<file path="src/rtl/cpe_column_scheduler.sv">
// cpe_column_scheduler
// Sequences one column of compensation PEs. A tile has three phases:
//   1. Weight load: ROWS reads from compensation memory, issued highest index
//      first and one at a time, each returned weight shifted into the chain.
//   2. Compute: a stream of num_vec activation vectors is gated into the column.
//   3. Drain: ROWS+1 cycles for the last partial sum to leave the tail CPE.
// The load and compute phases never overlap, because a CPE holds its
// compensation output while its weight-valid is high.
//
// Ports:
//   clk, rst                 clock; synchronous active-high reset
//   start, num_vec           tile request; num_vec is sampled with start in IDLE
//   cw_rd_en, cw_rd_idx      one-cycle read request to compensation memory
//   cw_rd_valid, cw_rd_data  read response; any latency of at least one cycle
//   cw_out, cw_out_valid     weight and shift strobe into the head CPE
//   act_valid_in, act_ready  activation handshake with upstream
//   act_cout_valid           MAC enable to every CPE; one cycle after acceptance
//   busy, done               status; done is a one-cycle pulse ending the tile
module cpe_column_scheduler #(
    parameter int ROWS  = 8,
    parameter int CNT_W = 8,
    parameter int IDX_W = $clog2(ROWS)
) (
    input  logic             clk,
    input  logic             rst,
    input  logic             start,
    input  logic [CNT_W-1:0] num_vec,
    output logic             cw_rd_en,
    output logic [IDX_W-1:0] cw_rd_idx,
    input  logic             cw_rd_valid,
    input  logic [3:0]       cw_rd_data,
    output logic [3:0]       cw_out,
    output logic             cw_out_valid,
    input  logic             act_valid_in,
    output logic             act_ready,
    output logic             act_cout_valid,
    output logic             busy,
    output logic             done
);

    // The drain counter must be able to hold the value ROWS.
    localparam int DR_W = $clog2(ROWS + 1);

    typedef enum logic [2:0] {
        IDLE, LOAD_REQ, LOAD_WAIT, COMPUTE, DRAIN, DONE
    } state_t;

    state_t            state, state_n;
    logic [IDX_W-1:0]  idx;
    logic [CNT_W-1:0]  vec_left;
    logic [DR_W-1:0]   drain_cnt;
    logic              wt_fire;
    logic              act_fire;

    // Read data is accepted only while a read is outstanding. A response that
    // arrives in any other state is dropped.
    assign wt_fire  = (state == LOAD_WAIT) && cw_rd_valid;
    assign act_fire = (state == COMPUTE) && act_valid_in;

    always_comb begin
        state_n = state;
        case (state)
            IDLE:      if (start) state_n = LOAD_REQ;
            LOAD_REQ:  state_n = LOAD_WAIT;
            LOAD_WAIT: if (cw_rd_valid) begin
                           if (idx != '0)            state_n = LOAD_REQ;
                           else if (vec_left == '0)  state_n = DRAIN;
                           else                      state_n = COMPUTE;
                       end
            COMPUTE:   if (act_fire && vec_left == CNT_W'(1)) state_n = DRAIN;
            DRAIN:     if (drain_cnt == DR_W'(ROWS)) state_n = DONE;
            DONE:      state_n = IDLE;
            default:   state_n = IDLE;
        endcase
    end

    always_ff @(posedge clk) begin
        if (rst) begin
            state          <= IDLE;
            idx            <= '0;
            vec_left       <= '0;
            drain_cnt      <= '0;
            cw_out         <= '0;
            cw_out_valid   <= 1'b0;
            act_cout_valid <= 1'b0;
        end else begin
            state          <= state_n;
            cw_out_valid   <= wt_fire;
            act_cout_valid <= act_fire;
            if (wt_fire) cw_out <= cw_rd_data;

            case (state)
                IDLE: if (start) begin
                    vec_left <= num_vec;
                    idx      <= IDX_W'(ROWS - 1);
                end
                LOAD_WAIT: if (cw_rd_valid && idx != '0) idx <= idx - 1'b1;
                COMPUTE:   if (act_fire) vec_left <= vec_left - 1'b1;
                default: ;
            endcase

            // Counts 0..ROWS inside DRAIN, which gives ROWS+1 drain cycles.
            drain_cnt <= (state == DRAIN) ? drain_cnt + 1'b1 : '0;
        end
    end

    assign cw_rd_en  = (state == LOAD_REQ);
    assign cw_rd_idx = cw_rd_en ? idx : '0;
    assign act_ready = (state == COMPUTE);
    assign busy      = (state != IDLE);
    assign done      = (state == DONE);

endmodule

</file>
<file path="config.mk">
export PLATFORM = sky130hd
export DESIGN_NAME = cpe_column_scheduler
export DESIGN_NICKNAME = d
export VERILOG_FILES = /design/src/rtl/cpe_column_scheduler.sv
export SDC_FILE = /design/constraint.sdc
export NUM_CORES = 1
export LEC_CHECK = 0
export CORE_MARGIN = 2
export CORE_UTILIZATION = 52
export CTS_BUF_LIST = sky130_fd_sc_hd__clkbuf_16
export DETAILED_ROUTE_END_ITERATION = 8
export GPL_ROUTABILITY_DRIVEN = 0
export PLACE_DENSITY = 0.93
export SYNTH_ARGS = -nofsm -noshare
export SYNTH_HDL_FRONTEND = slang
export SYNTH_SLANG_ARGS = --single-unit
</file>
<file path="constraint.sdc">
create_clock -name clk -period 2.62 [get_ports clk]
set_clock_uncertainty 0.15 [all_clocks]
set_input_delay 0.262 -clock clk [delete_from_list [all_inputs] [get_ports clk]]
set_output_delay 0.262 -clock clk [all_outputs]
set_load 0.005 [all_outputs]
</file>
==> flow_metrics.env, run 1 <==
export IMPL_status="finished clean"
export IMPL_worstSetupEndpointType="output port"
export IMPL_tightest_slew_ns=0.722
export IMPL_die_area_mm2=0.00302
export IMPL_drt_first_pass_iters=4
export IMPL_grt_pass1_vias=1153
export IMPL_drive_above_1_share=0.0663
export IMPL_relSlewSlack=0.517
export IMPL_power_density_mw_per_mm2=644
export IMPL_finalCritPeriodShare=0.899
export IMPL_synthesis_nets=178
export IMPL_die_h_um=54.9
export IMPL_cts_tree="yes"
export IMPL_fin_crit_ns=2.35
export IMPL_grt_pass1_wl_um=5080
export IMPL_ys_ff_latch=24
export IMPL_final_cell_area_mm2=0.00170
export IMPL_detail_route_wl_per_cell_um=14.8
export IMPL_final_common_cell="clkdlybuf4s50_1"
export IMPL_cts_made_buffers=3
export IMPL_drc=0
export IMPL_min_path_type="register to register"
export IMPL_post_cts_buffers=0
export IMPL_io_pins=30
export IMPL_max_freq_mhz=425
export IMPL_io_buffers=29
export IMPL_path_clk_slew_ns=0.06
export IMPL_gr_total_overflow=0
export IMPL_dominantRegCellSynth="dfxtp_1"
export IMPL_place_area_mm2=0.00162
export IMPL_ys_warnings_count=0
export IMPL_final_setup_tns_ns=0
export IMPL_startpoint_type="register"
export IMPL_synth_edf_count=0
export IMPL_start_util=0.544
export IMPL_cts_sinks=24
export IMPL_wl_um=3120
export IMPL_rsz0062_at_grt="no"
export IMPL_clock_latency_ns=0.25
export IMPL_timing_worst_setup_path_type="register to output port"
export IMPL_arrival_ns=1.94
export IMPL_antenna_found_initial=0
export IMPL_drtIter0Drc=41
export IMPL_ir_drop_uv=441
export IMPL_die_width_um=54.9
export IMPL_grtUsageTotal=0.231
export IMPL_fp_row_count=18
export IMPL_setup_viol=0
export IMPL_viasPerCell=5.88
export IMPL_mostFrequentLayoutCells="clkdlybuf4s50_1 (29), dfxtp_1 (24), nor2_1 (18), inv_1 (10), o21ai_0 (10)"
export IMPL_coreArea_mm2=0.00248
export IMPL_cts_max_path_buffers=2
export IMPL_ys_async_sr_fraction=0
export IMPL_synthToLayoutAreaGrowth_pct=26.3
export IMPL_clock_root_buffer="clkbuf_16"
export IMPL_cp_required_ns=2.21
export IMPL_crit_fanout=8
export IMPL_via_count=1241
export IMPL_fillCellCount=191
export IMPL_htree_levels=1
export IMPL_syn_avg_cell_area_um2=8.70
export IMPL_p_leak_nw=0.620
export IMPL_postCtsHoldBufs=0
export IMPL_final_antenna_net_count=0
export IMPL_insertedDiodeCount=0
export IMPL_drv_slew=0
export IMPL_hold_violations=0
export IMPL_layout_nets=205
export IMPL_netlist_area_mm2=0.00135
export IMPL_ctsResizeCount=0
export IMPL_ys_seq_area_frac=0.356
export IMPL_maxCapViolCount=0
export IMPL_netlist_instances=155
export IMPL_ys_types=43
export IMPL_grt_max_degree=19
export IMPL_dp_hpwl_um=2260
==> layout make-up <==
| type | count | area [um2] | share of cell area |
|---|---|---|---|
| timing repair buffer | 31 | 305 | 0.179 |
| multi-input combinational | 111 | 759 | 0.446 |
| clock inverter | 1 | 3.75 | 0.00220 |
| tap | 30 | 37.5 | 0.0220 |
| inverter | 11 | 41.3 | 0.0242 |
| clock buffer | 3 | 75.1 | 0.0441 |
| sequential | 24 | 480 | 0.282 |
==> through the flow <==
stage / worst slack (ns) / std cells / power (mW) / hold slack [ns] / utilization
detailed placement: 0.553 / 207 / 0.766 / 0.319 / 0.656
global route: 0.122 / 211 / 1.16 / 0.382 / 0.687
CTS: 0.266 / 211 / 1.10 / 0.343 / 0.687
finish: 0.265 / 211 / 1.10 / 0.339 / 0.687
floorplan: 0.987 / 155 / 0.676 / 0.259 / -
global placement: 0.629 / 207 / 0.749 / 0.292 / 0.656
==> worst max-delay path, cell delays in order, from the launching register on <==
cell             delay [ns]
dfxtp_1                0.51
inv_1                  0.22
nor3_1                 0.31
and2_1                 0.17
clkdlybuf4s50_1        0.49
==> synthesized netlist by cell type, types with 4 or more instances <==
cell,instances,area (um2)
dfxtp_1,24,480
nor2_1,18,67.6
inv_1,10,37.5
o21ai_0,10,50.1
a21oi_1,7,35.0
a211oi_1,6,45.0
ha_1,6,75.1
nor3b_1,6,45.0
nand2_1,5,18.8
nor3_1,5,25.0
and2_1,4,25.0
clkbuf_1,4,15.0
mux2i_1,4,40.0
nor4_1,4,25.0
==> where the power goes <==
group / switching, mW / leakage [nW] / total (mW) / internal [mW]
Sequential: 0.0519 / 0.196 / 0.454 / 0.402
Clock: 0.125 / 0.0385 / 0.329 / 0.204
Combinational: 0.159 / 0.386 / 0.314 / 0.155
==> kinds of logic after synthesis <==
group / share of synthesized area
buf+inv: 0.0807
mux: 0.0297
compound gates: 0.195
fa+ha+maj: 0.0557
simple gates: 0.270
xor+xnor: 0.0130
flops: 0.356
==> state kept, by name, summed over array words and instances, names as in the netlist <==
signal / count
vec_left: 8
idx: 3
drain_cnt: 4
act_cout_valid: 1
cw_out: 4
cw_out_valid: 1
state: 3
==> path summary, 6_finish.rpt <==
kind	to	from	slack, ns	cells past startpoint
worst min-delay path	idx[0]	idx[0]	0.34	1
worst max-delay path	cw_rd_idx[2]	state[0]	0.27	4
worst max register to register	state[0]	vec_left[0]	0.62	6
worst min register to register	idx[0]	idx[0]	0.34	1
==> routing by layer <==
| metal | wire [um] | share of wire | global-route usage | vias to the layer above |
|---|---|---|---|---|
| li1 | - | - | - | 607 |
| met1 | 1350 | 0.43 | 0.280 | 596 |
| met2 | 1620 | 0.52 | 0.427 | 36 |
| met3 | 129 | 0.041 | 0.0269 | 2 |
| met4 | 19 | 0.0061 | 0.0610 | 0 |
| met5 | 0 | 0 | 0 | - |
(Power assumes the default switching activity.)
==> run 2: changes to the inputs <==
--- a/config.mk
+++ b/config.mk
@@ -5,6 +5,7 @@
 export SDC_FILE = /design/constraint.sdc
 export NUM_CORES = 1
 export LEC_CHECK = 0
+export CORE_ASPECT_RATIO = 2
 export CORE_MARGIN = 2
 export CORE_UTILIZATION = 52
 export CTS_BUF_LIST = sky130_fd_sc_hd__clkbuf_16
==> flow_metrics.env, run 2 (synthesis gave the netlist of run 1 again) <==
export IMPL_status="finished clean"
export IMPL_dp_cells=205
export IMPL_synthToLayoutAreaGrowth_pct=26.1
export IMPL_start_util=0.538
export IMPL_fillCellCount=187
export IMPL_ctsResizeCount=0
export IMPL_io_pins=30
export IMPL_place_area_mm2=0.00162
export IMPL_crit_fanout=8
export IMPL_drc=0
export IMPL_dp_hpwl_um=2290
export IMPL_largest_reg_flops=8
export IMPL_layout_nets=205
export IMPL_die_width_um=40.0
export IMPL_path_cells="inv_1 -> nor3_1 -> and2_1 -> clkdlybuf4s50_1"
export IMPL_hold_violations=0
export IMPL_grt_pass1_vias=1192
export IMPL_critPathSlowestCell="dfxtp_1"
export IMPL_cts_sinks=24
export IMPL_via_count=1230
export IMPL_setup_viol=0
export IMPL_max_freq_mhz=427
export IMPL_final_common_cell="clkdlybuf4s50_1"
export IMPL_path_clk_slew_ns=0.06
export IMPL_mostFrequentLayoutCells="clkdlybuf4s50_1 (29), dfxtp_1 (24), nor2_1 (18), inv_1 (10), o21ai_0 (10)"
export IMPL_detail_route_wl_per_cell_um=15.3
export IMPL_fp_row_count=26
export IMPL_drv_slew=0
export IMPL_arrival_ns=1.93
export IMPL_setup_ws_ns=0.278
export IMPL_critical_path_max_stage_delay_ns=0.51
export IMPL_io_buffers=29
export IMPL_cts_max_path_buffers=2
export IMPL_postCtsHoldBufs=0
export IMPL_cts_made_buffers=3
export IMPL_die_area_mm2=0.00304
export IMPL_fin_worst_hold_slack_ns=0.328
export IMPL_ir_drop_uv=479
export IMPL_timing_worst_setup_path_type="register to output port"
export IMPL_p_leak_nw=0.620
export IMPL_min_path_type="register to register"
export IMPL_final_setup_tns_ns=0
export IMPL_regArea_um2=480
export IMPL_antenna_found_initial=0
export IMPL_gr_total_overflow=0
export IMPL_drive_above_1_share=0.0663
export IMPL_worstSetupEndpointType="output port"
export IMPL_grtUsageTotal=0.239
export IMPL_startpoint_type="register"
export IMPL_cts_tree="yes"
export IMPL_grt_max_degree=19
export IMPL_fin_crit_ns=2.34
export IMPL_clock_root_buffer="clkbuf_16"
export IMPL_final_antenna_net_count=0
export IMPL_tightest_slew_ns=0.713
export IMPL_top_regs="vec_left: 8 flops, cw_out: 4 flops, drain_cnt: 4 flops"
export IMPL_grt_pass1_wl_um=5180
export IMPL_viasPerCell=5.89
export IMPL_multi_input_area_um2=759
export IMPL_insertedDiodeCount=0
export IMPL_post_cts_buffers=0
export IMPL_power_density_mw_per_mm2=647
export IMPL_p_total_mw=1.10
export IMPL_clock_latency_ns=0.26
export IMPL_utilization=0.679
export IMPL_htree_levels=1
export IMPL_relSlewSlack=0.520
export IMPL_wl_um=3190
export IMPL_maxCapViolCount=0
export IMPL_final_cells=209
export IMPL_cp_required_ns=2.21
export IMPL_finalCritPeriodShare=0.894
export IMPL_pre_cts_ws_ns=0.581
export IMPL_drtIter0Drc=59
export IMPL_final_cell_area_mm2=0.00170
export IMPL_drt_first_pass_iters=4
export IMPL_coreArea_mm2=0.00250
export IMPL_die_h_um=76.0
export IMPL_largest_register="vec_left"
export IMPL_rsz0062_at_grt="no"
[run 2: layout make-up]
class,count,area share
clock inverters,1,0.00221
inverters,11,0.0243
well taps,28,0.0206
multi-input cells,111,0.447
flip-flops and latches,24,0.283
clock buffers,3,0.0442
repair buffers,31,0.180
[run 2: final timing paths]
path	start	to	slack (ns)	depth (start not counted)
worst max register to register	state[1]	idx[0]	0.62	4
worst max-delay path	state[0]	cw_rd_idx[2]	0.28	4
worst min-delay path	drain_cnt[0]	drain_cnt[0]	0.33	1
worst min register to register	drain_cnt[0]	drain_cnt[0]	0.33	1
[run 2: worst max-delay path, delay by kind of cell (launching register included)]
family / cells / cell delay (ns)
buf+inv: 2 / 0.69
simple gates: 2 / 0.47
flops: 1 / 0.51
[run 2: where the power goes]
group	switching, mW	internal (mW)
clock	0.129	0.204
sequential	0.0518	0.402
combinational	0.157	0.155
[run 2: routing by layer]
| metal | share of wire | wire length (um) | track usage | up-vias |
|---|---|---|---|---|
| met2 | 0.53 | 1690 | 0.382 | 43 |
| met4 | 0.039 | 123 | 0.162 | 0 |
| li1 | - | - | - | 611 |
| met3 | 0.045 | 142 | 0.0496 | 9 |
| met1 | 0.39 | 1230 | 0.255 | 567 |
| met5 | 0 | 0 | 0 | - |
